**src/rtl/dmem_pkg.sv**
```systemverilog
// Shared types and constants for the byte-lane data memory controller.
//   size_e  : access size encoding as it appears on the core port
//   state_e : controller sequencing states
//   LANES, ROW_W, ROW_MAX : lane count and row-address geometry
//   size_bytes() : number of bytes touched by an access of a given size
package dmem_pkg;

  localparam int LANES = 4;
  localparam int ROW_W = 14;
  localparam logic [ROW_W-1:0] ROW_MAX = 14'h3FFF;

  typedef enum logic [1:0] {
    BYTE    = 2'b00,
    HALF    = 2'b01,
    WORD    = 2'b10,
    ILLEGAL = 2'b11
  } size_e;

  typedef enum logic [1:0] {
    IDLE,
    ACC0,
    ACC1,
    RESP
  } state_e;

  // ILLEGAL reports zero bytes so it can never look like a crossing access
  function automatic logic [2:0] size_bytes(input size_e s);
    case (s)
      BYTE:    return 3'd1;
      HALF:    return 3'd2;
      WORD:    return 3'd4;
      default: return 3'd0;
    endcase
  endfunction

endpackage

```
**src/rtl/dmem_rr_arb.sv**
```systemverilog
// Two-way round-robin arbiter.
//   clk_i, rst_ni : clock, asynchronous active-low reset
//   en_i          : arbitration allowed this cycle (controller idle)
//   req_i[1:0]    : requests, bit 0 = core, bit 1 = loader
//   gnt_o[1:0]    : one-hot grant (combinational)
//   idx_o         : index of the granted requester (0 when nothing granted)
module dmem_rr_arb (
  input  logic       clk_i,
  input  logic       rst_ni,
  input  logic       en_i,
  input  logic [1:0] req_i,
  output logic [1:0] gnt_o,
  output logic       idx_o
);

  // ptr_q names the port that wins the next contested cycle
  logic ptr_q;

  // Contested requests go to the pointer; a lone requester always wins
  always_comb begin
    gnt_o = 2'b00;
    idx_o = 1'b0;
    if (en_i) begin
      if (req_i[0] && req_i[1]) begin
        idx_o = ptr_q;
        gnt_o = ptr_q ? 2'b10 : 2'b01;
      end else if (req_i[1]) begin
        idx_o = 1'b1;
        gnt_o = 2'b10;
      end else if (req_i[0]) begin
        gnt_o = 2'b01;
      end
    end
  end

  // After any grant the other port gets priority
  always_ff @(posedge clk_i or negedge rst_ni) begin
    if (!rst_ni) begin
      ptr_q <= 1'b0;
    end else if (|gnt_o) begin
      ptr_q <= ~idx_o;
    end
  end

endmodule

```
**src/rtl/dmem_lane_ctrl.sv**
```systemverilog
// Sequencer for four 8-bit byte-lane RAMs forming a 64 KiB data memory.
//   clk_i, rst_ni          : clock, asynchronous active-low reset
//   c_* ports              : core LSU request/response (byte/half/word)
//   l_* ports              : loader request/response (word, unsigned)
//   ram_addr_o             : row address shared by all lanes
//   ram_wren_o             : per-lane write enables
//   ram_wdata_o            : lane-rotated write data
//   ram_rdata_i            : asynchronous lane read data
// Accesses crossing a word boundary take two beats on consecutive rows.
module dmem_lane_ctrl
  import dmem_pkg::*;
#(
  parameter int ADDR_W = 16,
  parameter int LANES  = 4
) (
  input  logic              clk_i,
  input  logic              rst_ni,
  input  logic              c_req_i,
  input  logic              c_we_i,
  input  logic [ADDR_W-1:0] c_addr_i,
  input  logic [1:0]        c_size_i,
  input  logic              c_unsigned_i,
  input  logic [31:0]       c_wdata_i,
  output logic              c_gnt_o,
  output logic              c_rvalid_o,
  output logic [31:0]       c_rdata_o,
  output logic              c_err_o,
  input  logic              l_req_i,
  input  logic              l_we_i,
  input  logic [ADDR_W-1:0] l_addr_i,
  input  logic [31:0]       l_wdata_i,
  output logic              l_gnt_o,
  output logic              l_rvalid_o,
  output logic [31:0]       l_rdata_o,
  output logic              l_err_o,
  output logic [ADDR_W-3:0] ram_addr_o,
  output logic [LANES-1:0]  ram_wren_o,
  output logic [31:0]       ram_wdata_o,
  input  logic [31:0]       ram_rdata_i
);

  // Byte-lane mask for both beats: low nibble is beat 0, high nibble beat 1
  function automatic logic [7:0] lane_mask(input size_e s, input logic [1:0] off);
    logic [7:0] base;
    base = (8'd1 << size_bytes(s)) - 8'd1;
    return base << off;
  endfunction

  function automatic logic crosses(input size_e s, input logic [1:0] off);
    return ({1'b0, off} + size_bytes(s)) > 3'd4;
  endfunction

  function automatic logic [31:0] rotl_bytes(input logic [31:0] d, input logic [1:0] off);
    case (off)
      2'd0:    return d;
      2'd1:    return {d[23:0], d[31:24]};
      2'd2:    return {d[15:0], d[31:16]};
      default: return {d[7:0], d[31:8]};
    endcase
  endfunction

  function automatic logic [31:0] rotr_bytes(input logic [31:0] d, input logic [1:0] off);
    case (off)
      2'd0:    return d;
      2'd1:    return {d[7:0], d[31:8]};
      2'd2:    return {d[15:0], d[31:16]};
      default: return {d[23:0], d[31:24]};
    endcase
  endfunction

  function automatic logic [31:0] extend(input logic [31:0] d, input size_e s, input logic uns);
    case (s)
      BYTE:    return {{24{~uns & d[7]}}, d[7:0]};
      HALF:    return {{16{~uns & d[15]}}, d[15:0]};
      default: return d;
    endcase
  endfunction

  state_e            state_q, state_d;
  logic [1:0]        gnt;
  logic              win_idx;
  logic              granted;

  logic              sel_we, sel_uns, sel_err;
  logic [ADDR_W-1:0] sel_addr;
  size_e             sel_size;
  logic [31:0]       sel_wdata;

  logic              we_q, uns_q, err_q, port_q;
  logic [ADDR_W-1:0] addr_q;
  size_e             size_q;
  logic [31:0]       wdata_q;
  logic [31:0]       asm_q;

  logic [7:0]        mask_q;
  logic [31:0]       load_result;

  dmem_rr_arb u_arb (
    .clk_i  (clk_i),
    .rst_ni (rst_ni),
    .en_i   (state_q == IDLE),
    .req_i  ({l_req_i, c_req_i}),
    .gnt_o  (gnt),
    .idx_o  (win_idx)
  );

  assign granted = |gnt;
  assign c_gnt_o = gnt[0];
  assign l_gnt_o = gnt[1];

  // Fields of the winning requester; the loader is always an unsigned word
  always_comb begin
    sel_we    = win_idx ? l_we_i    : c_we_i;
    sel_addr  = win_idx ? l_addr_i  : c_addr_i;
    sel_size  = win_idx ? WORD      : size_e'(c_size_i);
    sel_uns   = win_idx ? 1'b1      : c_unsigned_i;
    sel_wdata = win_idx ? l_wdata_i : c_wdata_i;
    sel_err   = (sel_size == ILLEGAL)
             || (win_idx && (sel_addr[1:0] != 2'b00))
             || (crosses(sel_size, sel_addr[1:0]) && (sel_addr[ADDR_W-1:2] == ROW_MAX));
  end

  // Request capture at grant and read-lane assembly during the beats
  always_ff @(posedge clk_i or negedge rst_ni) begin
    if (!rst_ni) begin
      state_q <= IDLE;
      we_q    <= 1'b0;
      uns_q   <= 1'b0;
      err_q   <= 1'b0;
      port_q  <= 1'b0;
      addr_q  <= '0;
      size_q  <= BYTE;
      wdata_q <= '0;
      asm_q   <= '0;
    end else begin
      state_q <= state_d;
      if (state_q == IDLE && granted) begin
        we_q    <= sel_we;
        uns_q   <= sel_uns;
        err_q   <= sel_err;
        port_q  <= win_idx;
        addr_q  <= sel_addr;
        size_q  <= sel_size;
        wdata_q <= sel_wdata;
      end
      // Beat 0 holds lanes off..3, beat 1 supplies the wrapped low lanes
      for (int i = 0; i < LANES; i++) begin
        if (state_q == ACC0 && i >= int'(addr_q[1:0])) begin
          asm_q[8*i +: 8] <= ram_rdata_i[8*i +: 8];
        end
        if (state_q == ACC1 && i < int'(addr_q[1:0])) begin
          asm_q[8*i +: 8] <= ram_rdata_i[8*i +: 8];
        end
      end
    end
  end

  assign mask_q      = lane_mask(size_q, addr_q[1:0]);
  assign load_result = extend(rotr_bytes(asm_q, addr_q[1:0]), size_q, uns_q);

  // Errored requests skip the RAM entirely and answer straight away
  always_comb begin
    state_d = state_q;
    case (state_q)
      IDLE:    if (granted) state_d = sel_err ? RESP : ACC0;
      ACC0:    state_d = crosses(size_q, addr_q[1:0]) ? ACC1 : RESP;
      ACC1:    state_d = RESP;
      default: state_d = IDLE;
    endcase
  end

  // RAM beat drive and the one-cycle response on the owning port
  always_comb begin
    ram_addr_o  = '0;
    ram_wren_o  = '0;
    ram_wdata_o = '0;
    c_rvalid_o  = 1'b0;
    c_rdata_o   = '0;
    c_err_o     = 1'b0;
    l_rvalid_o  = 1'b0;
    l_rdata_o   = '0;
    l_err_o     = 1'b0;
    case (state_q)
      ACC0: begin
        ram_addr_o  = addr_q[ADDR_W-1:2];
        ram_wren_o  = we_q ? mask_q[3:0] : 4'b0000;
        ram_wdata_o = rotl_bytes(wdata_q, addr_q[1:0]);
      end
      ACC1: begin
        ram_addr_o  = addr_q[ADDR_W-1:2] + (ADDR_W-2)'(1);
        ram_wren_o  = we_q ? mask_q[7:4] : 4'b0000;
        ram_wdata_o = rotl_bytes(wdata_q, addr_q[1:0]);
      end
      RESP: begin
        if (port_q) begin
          l_rvalid_o = 1'b1;
          l_err_o    = err_q;
          l_rdata_o  = (we_q || err_q) ? 32'd0 : load_result;
        end else begin
          c_rvalid_o = 1'b1;
          c_err_o    = err_q;
          c_rdata_o  = (we_q || err_q) ? 32'd0 : load_result;
        end
      end
      default: ;
    endcase
  end

endmodule

```
**config.mk**
```make
export PLATFORM = sky130hd
export DESIGN_NAME = dmem_lane_ctrl
export DESIGN_NICKNAME = d
export VERILOG_FILES = /design/src/rtl/dmem_pkg.sv /design/src/rtl/dmem_rr_arb.sv /design/src/rtl/dmem_lane_ctrl.sv
export SDC_FILE = /design/constraint.sdc
export NUM_CORES = 1
export LEC_CHECK = 0
export CAP_MARGIN = 20
export CORE_AREA = 3 3 108 110
export DETAILED_ROUTE_END_ITERATION = 10
export DIE_AREA = 0 0 111 113
export DONT_BUFFER_PORTS = 1
export PLACE_DENSITY = 0.85
export SYNTH_ARGS = -nofsm -noshare
export SYNTH_HDL_FRONTEND = slang
export SYNTH_HIERARCHICAL = 1
export SYNTH_SLANG_ARGS = --single-unit
```
**constraint.sdc**
```tcl
create_clock -name clk_i -period 4 [get_ports clk_i]
set_input_delay 0.2 -clock clk_i [delete_from_list [all_inputs] [get_ports clk_i]]
set_output_delay 0.2 -clock clk_i [all_outputs]
set_load 0.005 [all_outputs]
```
# Word-level counts from Yosys, hierarchy flattened
# Index checks and enable logic that the tools add are counted.
# Widths: inputs -> output; s select.
# op_classes
add_sub_neg	4
order_cmp	8
n_eq_ne	12
shift	2
muxes	47
bitwise	4
n_reduce_logical	23
# ops
cell	count
$mux 32	7
$pmux 32 s3	2
$pmux 32 s2	1
$mux 8	6
$pmux 14 s2	1
$pmux 3 s3	2
$mux 16	1
$mux 1	15
$add 14x1->14 const B	1
$eq 14x14->1 const B	1
$mux 2	7
$eq 2x2->1 const B	6
$logic_and 1x1->1	10
$eq 2x1->1 const B	4
$logic_not 2->1	4
$mux 4	2
$pmux 4 s2	1
$reduce_bool 2->1	4
$shl 1x3->8 const A	1
$shl 8x2->8	1
$sub 8x1->8 const B	1
$add 2x3->3	2
$gt 3x3->1 const B	2
$pmux 2 s3	1
other kinds (10)	17
# word_totals
register_bits	89
in_bits	137
output_inout_bits	120
wordCells	113

# Logic depth before layout (Yosys ltp)
# logic_depth
depth_word	13
depth_mapped	15
ltp_nobuf	12

# By module
# The synthesis kept the hierarchy.
# modules_own_cells
mod	instances	cells_each	area_each_um2	seq_area_each_um2
dmem_lane_ctrl	1	709	6936.7	2202.1
dmem_rr_arb	1	9	68.8	25.0

# Worst setup path before layout
# OpenSTA, ideal clock, no wires.
# synth_timing
path_type	flip-flop to flip-flop
startpoint	register state_q[0]
endpoint	register state_q[1]
setup_ns	0.095
t_arrival_ns	3.175
required_time_ns	3.905
slack_ns	0.729
path_stages_with_launch	16
n_path_buf	3
period_less_slack_ns	3.271
path_cell_list	dfrtp_1 inv_1 ha_1 nand2_1 a21oi_1 buf_2 buf_2 buf_1 nor3_1 ha_1 inv_1 fa_1 nor2b_1 a2111oi_0 a41oi_1 o31ai_1
# synth_via
elab_chain_cells	12
word_cells_on_any_way	25
classes_between	1 x add/sub; 1 x order compare; 7 x eq/ne; 8 x mux; 8 x reduce/logical
# synth_rtl
item	line_no	rtl
start: declaration	dmem_lane_ctrl.sv:79	state_e state_q, state_d;
start signal: assignment	dmem_lane_ctrl.sv:136	state_q <= state_d;
$logic_not 2->1 *	dmem_lane_ctrl.sv:101	.en_i (state_q == IDLE),
$mux 1 *	dmem_rr_arb.sv:23	if (en_i) begin
net win_idx	dmem_lane_ctrl.sv:81	logic win_idx;
$mux 2	dmem_lane_ctrl.sv:115	sel_size = win_idx ? WORD : size_e'(c_size_i);
$eq 2x2->1 (tied with other cells)	dmem_pkg.sv:28	case (s)
$pmux 3 s3	dmem_pkg.sv:28	
$add 2x3->3	dmem_lane_ctrl.sv:50	return ({1'b0, off} + size_bytes(s)) > 3'd4;
$gt 3x3->1	dmem_lane_ctrl.sv:50	
$logic_and 1x1->1	dmem_lane_ctrl.sv:120	|| (crosses(sel_size, sel_addr[1:0]) && (sel_addr[ADDR_W-1:2] == ROW_MAX));
$logic_or 1x1->1 *	dmem_lane_ctrl.sv:120	
$mux 2 * (2 in a row)	dmem_lane_ctrl.sv:165	IDLE: if (granted) state_d = sel_err ? RESP : ACC0;
$pmux 2 s3 *	dmem_lane_ctrl.sv:164	case (state_q)
# The timed path passes the listed nets; every way through them passes the cells marked *. The select of a mux whose other input is x is not followed.
# A chain may end at the register's enable or synchronous reset.

# Worst setup path in the final report
# layout_timing
startpoint	register state_q[0]
endpoint	register state_q[1]
# layout_via
elab_chain_cells	12
word_cells_on_any_way	25
classes_between	1 x add/sub; 1 x order compare; 7 x eq/ne; 8 x mux; 8 x reduce/logical
# layout_rtl
item	line_no
$logic_not 2->1	dmem_lane_ctrl.sv:101, dmem_lane_ctrl.sv:164
$mux 1	dmem_rr_arb.sv:23
$mux 2	dmem_lane_ctrl.sv:115
$eq 2x2->1 (tied with other cells)	dmem_pkg.sv:28
$pmux 3 s3	dmem_pkg.sv:28
$add 2x3->3	dmem_lane_ctrl.sv:50
$gt 3x3->1	dmem_lane_ctrl.sv:50
$logic_and 1x1->1	dmem_lane_ctrl.sv:120
$logic_or 1x1->1	dmem_lane_ctrl.sv:120
$mux 2 (2 in a row)	dmem_lane_ctrl.sv:165
$pmux 2 s3	dmem_lane_ctrl.sv:164
# Parallel ways exist; a longest one is shown, timed or not. The select of a mux whose other input is x is not followed.

==> flow_results.xml <==
<?xml version="1.0" encoding="UTF-8"?>
<metrics>
  <group name="status">
    <metric name="result_of_the_run" unit="">finished, final reports clean</metric>
  </group>
  <group name="yosys">
    <metric name="postSynth.asyncResetShare" unit="%">100</metric>
    <metric name="synth_edf_count" unit="">0</metric>
    <metric name="synthCells" unit="">718</metric>
    <metric name="synthTopCellsByArea" unit="">sky130_fd_sc_hd__dfrtp_1 32%, sky130_fd_sc_hd__mux4_2 16%, sky130_fd_sc_hd__mux2i_1 11%</metric>
    <metric name="post-synth-top-area-fraction" unit="%">31.8</metric>
    <metric name="ys_ff_latch" unit="">89</metric>
    <metric name="synthesis.nets" unit="">870</metric>
    <metric name="postSynth.topFlopCell" unit="">sky130_fd_sc_hd__dfrtp_1</metric>
    <metric name="syn_avg_cell_area" unit="sq um">9.76</metric>
    <metric name="yosys.area.top_type" unit="">sky130_fd_sc_hd__dfrtp_1</metric>
    <metric name="synth-warning-count" unit="">6</metric>
    <metric name="syn-cell-area" unit="sq mm">0.00701</metric>
    <metric name="synth_sequential_area_ratio" unit="%">31.8</metric>
    <metric name="synth_cell_types" unit="">45</metric>
  </group>
  <group name="die">
    <metric name="floorplan.rows" unit="">38</metric>
    <metric name="dieArea" unit="sq mm">0.0125</metric>
    <metric name="die_width" unit="um">111</metric>
    <metric name="start_util" unit="%">64.9</metric>
    <metric name="dieHeight" unit="um">113</metric>
    <metric name="design.portCount" unit="">257</metric>
    <metric name="fp.coreArea" unit="sq mm">0.0108</metric>
  </group>
  <group name="timing">
    <metric name="timing.final.ws_setup" unit="ns">0.634</metric>
    <metric name="worstMarginPinSlew" unit="ns">0.716</metric>
    <metric name="fmax" unit="MHz">297</metric>
    <metric name="timing.final.crit_period" unit="ns">3.37</metric>
    <metric name="timing.final.setup_violations" unit="">0</metric>
    <metric name="final.setup_skew" unit="ns">0.0106</metric>
    <metric name="count_of_final_hold_check_violations" unit="">0</metric>
    <metric name="maxSlewHeadroom" unit="%">52.3</metric>
    <metric name="grt_setup_unrepaired" unit="">no</metric>
    <metric name="timing_max_transition_violations_final" unit="">0</metric>
    <metric name="fin_tns_setup" unit="ns">0</metric>
    <metric name="hold-worst-slack" unit="ns">0.0347</metric>
    <metric name="final.period_utilization" unit="%">84.1</metric>
  </group>
  <group name="clock_network">
    <metric name="clock_insertion_delay_worst_skew" unit="ns">0.35</metric>
    <metric name="cts.root.buffer_cell" unit="">sky130_fd_sc_hd__clkbuf_8</metric>
    <metric name="numCtsBuffers" unit="">9</metric>
    <metric name="cts_h_tree_depth" unit="">3</metric>
    <metric name="cts_max_path_buffers" unit="">2</metric>
    <metric name="tritoncts" unit="">built</metric>
    <metric name="clock_transition_at_path_regs" unit="ns">0.09</metric>
    <metric name="cts.repair_timing.setup_buffer_count" unit="">0</metric>
    <metric name="clock-sinks" unit="">89</metric>
  </group>
  <group name="grt">
    <metric name="grt_overflow" unit="">0</metric>
    <metric name="first_pass_grt_wire_length" unit="mm">30.6</metric>
    <metric name="grt_pass1_vias" unit="">5623</metric>
    <metric name="track_usage" unit="%">30.5</metric>
    <metric name="antenna_found_initial" unit="">1</metric>
    <metric name="pin_count_of_the_biggest_net_entering_global_routing" unit="">92</metric>
  </group>
  <group name="finish">
    <metric name="insertedDiodeCount" unit="">0</metric>
    <metric name="syn_to_final_growth" unit="%">8.66</metric>
    <metric name="multiInputGateArea" unit="sq mm">0.00449</metric>
    <metric name="fraction_of_final_layout_cells_with_drive_strength_greater_than_1" unit="%">17.5</metric>
    <metric name="seq_area" unit="sq mm">0.00223</metric>
    <metric name="fillerInstances" unit="">800</metric>
    <metric name="layout.cells.most_common" unit="">sky130_fd_sc_hd__nor2_1</metric>
    <metric name="net_count_final" unit="">872</metric>
    <metric name="mostFrequentLayoutCells" unit="">92 x sky130_fd_sc_hd__nor2_1, 87 x sky130_fd_sc_hd__dfrtp_1, 84 x sky130_fd_sc_hd__nand2_1</metric>
  </group>
  <group name="critical_path">
    <metric name="max_incr_delay_on_cp" unit="ns">0.45</metric>
    <metric name="critical_path_arrival" unit="ns">3.62</metric>
    <metric name="critical_path_required" unit="ns">4.25</metric>
    <metric name="worstSetupStartpointType" unit="">flip-flop</metric>
    <metric name="crit_slowest_cell" unit="">sky130_fd_sc_hd__a2111oi_0</metric>
    <metric name="regToRegSetupSlack" unit="ns">0.63</metric>
    <metric name="critPathMaxFanout" unit="">17</metric>
    <metric name="crit_type" unit="">reg2reg</metric>
    <metric name="critical_path.cell_chain" unit="">inv_1 -&gt; ha_1 -&gt; nand2_1 -&gt; a21oi_4 -&gt; buf_4 -&gt; mux2i_1 -&gt; fa_1 -&gt; nor2b_1 -&gt; a2111oi_0 -&gt; a41oi_1 -&gt; o31ai_1</metric>
    <metric name="worst_setup_path_end_kind" unit="">flip-flop</metric>
  </group>
  <group name="worst_hold_path">
    <metric name="timing.hold.worst.class" unit="">in2reg</metric>
  </group>
  <group name="route">
    <metric name="drc" unit="">0</metric>
    <metric name="route.final.wire_length" unit="mm">19.2</metric>
    <metric name="maxUsedRoutingLayer" unit="">met5</metric>
    <metric name="vias" unit="">5807</metric>
    <metric name="detailroute.wirelength.met3" unit="mm">1.50</metric>
    <metric name="antenna_left" unit="">0</metric>
    <metric name="met1Wirelength" unit="mm">7.28</metric>
    <metric name="met2_length" unit="mm">9.82</metric>
    <metric name="route.detailed.vias_per_inst" unit="">6.71</metric>
    <metric name="post_drt_wl_per_cell" unit="um">22.2</metric>
    <metric name="detailedRoute.firstIterationViolations" unit="">479</metric>
    <metric name="detail_route.first_pass.iterations" unit="">5</metric>
  </group>
  <group name="power_and_ir_drop">
    <metric name="leakagePower" unit="nW">3.11</metric>
    <metric name="power_density" unit="mW/mm^2">874</metric>
    <metric name="total_power" unit="W">0.00666</metric>
    <metric name="vdd_ir_drop_max" unit="uV">417</metric>
  </group>
  <group name="job">
    <metric name="maxCapViolations" unit="">0</metric>
  </group>
  <group name="placed_design">
    <metric name="numPortBuffers" unit="">0</metric>
    <metric name="post-place-ws" unit="ns">0.700</metric>
    <metric name="detailedPlacementHpwl" unit="mm">14.1</metric>
    <metric name="routabilityCongestion" unit="">1.00</metric>
  </group>
</metrics>
==> worst max-delay path, delay by kind of cell (launching register included) <==
kind                     cells  cell delay, ns
multiplexers                 1            0.34
flip-flops                   1            0.43
AND/OR/NAND/NOR              2            0.29
buffers and inverters        2            0.37
adder cells (fa/ha/maj)      2            0.78
AO/OA/AOI/OAI                4            1.06
==> layer usage <==
metal | track usage (%) | vias up
met3 | 6.63 | 55
li1 | - | 2579
met5 | 0 | -
met1 | 37.7 | 2852
met4 | 11.4 | 2
met2 | 53.0 | 319
==> stage by stage <==
stage	utilization (%)	instances	cell area [sq um]
after floorplan	-	718	7010
after global placement	65.0	813	7020
after detailed placement	65.1	814	7020
after CTS	70.5	865	7610
after global routing	70.5	865	7610
final	70.5	865	7610
==> power by group <==
group	internal [W]	switching (W)
logic	0.00190	0.00204
clock network	0.000369	0.000327
registers	0.00135	0.000666
total	0.00362	0.00303
==> cell usage after synthesis, drive strengths merged, types with 2 or more instances <==
cell type / count
mux4: 50
o21ai: 70
nor3: 5
xnor2: 4
a21oi: 20
and3: 6
nand2b: 4
mux2: 38
mux2i: 76
ha: 13
or2: 2
nor2: 92
clkbuf: 25
inv: 11
nand4: 3
buf: 29
a31oi: 4
a22oi: 8
nor2b: 12
and2: 34
fa: 2
a41oi: 2
o31ai: 4
nand2: 84
xor2: 5
a211oi: 4
o41ai: 3
dfrtp: 89
nand3: 13
==> final cells by class <==
cell class,instances,share of cell area [%]
multi-input combinational,564,58.9
sequential,89,29.4
timing repair buffer,45,5.98
tap,140,2.30
clock buffer,11,1.86
inverter,11,0.542
clock inverter,5,1.04
==> kinds of logic after synthesis <==
| family | Yosys count | share of synthesized area (%) |
|---|---|---|
| AND/OR/NAND/NOR | 256 | 16.7 |
| multiplexers | 164 | 33.1 |
| AO/OA/AOI/OAI | 120 | 9.89 |
| flip-flops | 89 | 31.8 |
| buffers and inverters | 65 | 4.50 |
| adder cells (fa/ha/maj) | 15 | 2.89 |
| XOR/XNOR | 9 | 1.13 |
==> flip-flops by register name, indices dropped and copies added, names as in the netlist, 2 cells and up <==
signal   cells
asm_q       32
size_q       2
state_q      2
wdata_q     32
addr_q      16
==> repair_timing <==
item,in CTS,in global routing
resized for setup,0,0
endpoints found under the hold margin,122,0
hold buffers,35,0
==> worst paths after layout <==
path,start,to,depth (start not counted)
max,state_q[0]$_DFFE_PN0P_,state_q[1]$_DFFE_PN0P_,11
min,c_req_i,u_arb/ptr_q$_DFFE_PN0P_,2
max reg2reg,state_q[0]$_DFFE_PN0P_,state_q[1]$_DFFE_PN0P_,11
min reg2reg,we_q$_DFFE_PN0P_,we_q$_DFFE_PN0P_,2
max in group asynchronous,rst_ni,addr_q[0]$_DFFE_PN0P_,2
min in group asynchronous,rst_ni,asm_q[1]$_DFFE_PN0P_,2
Note: power is estimated with default switching activity, not from simulation.
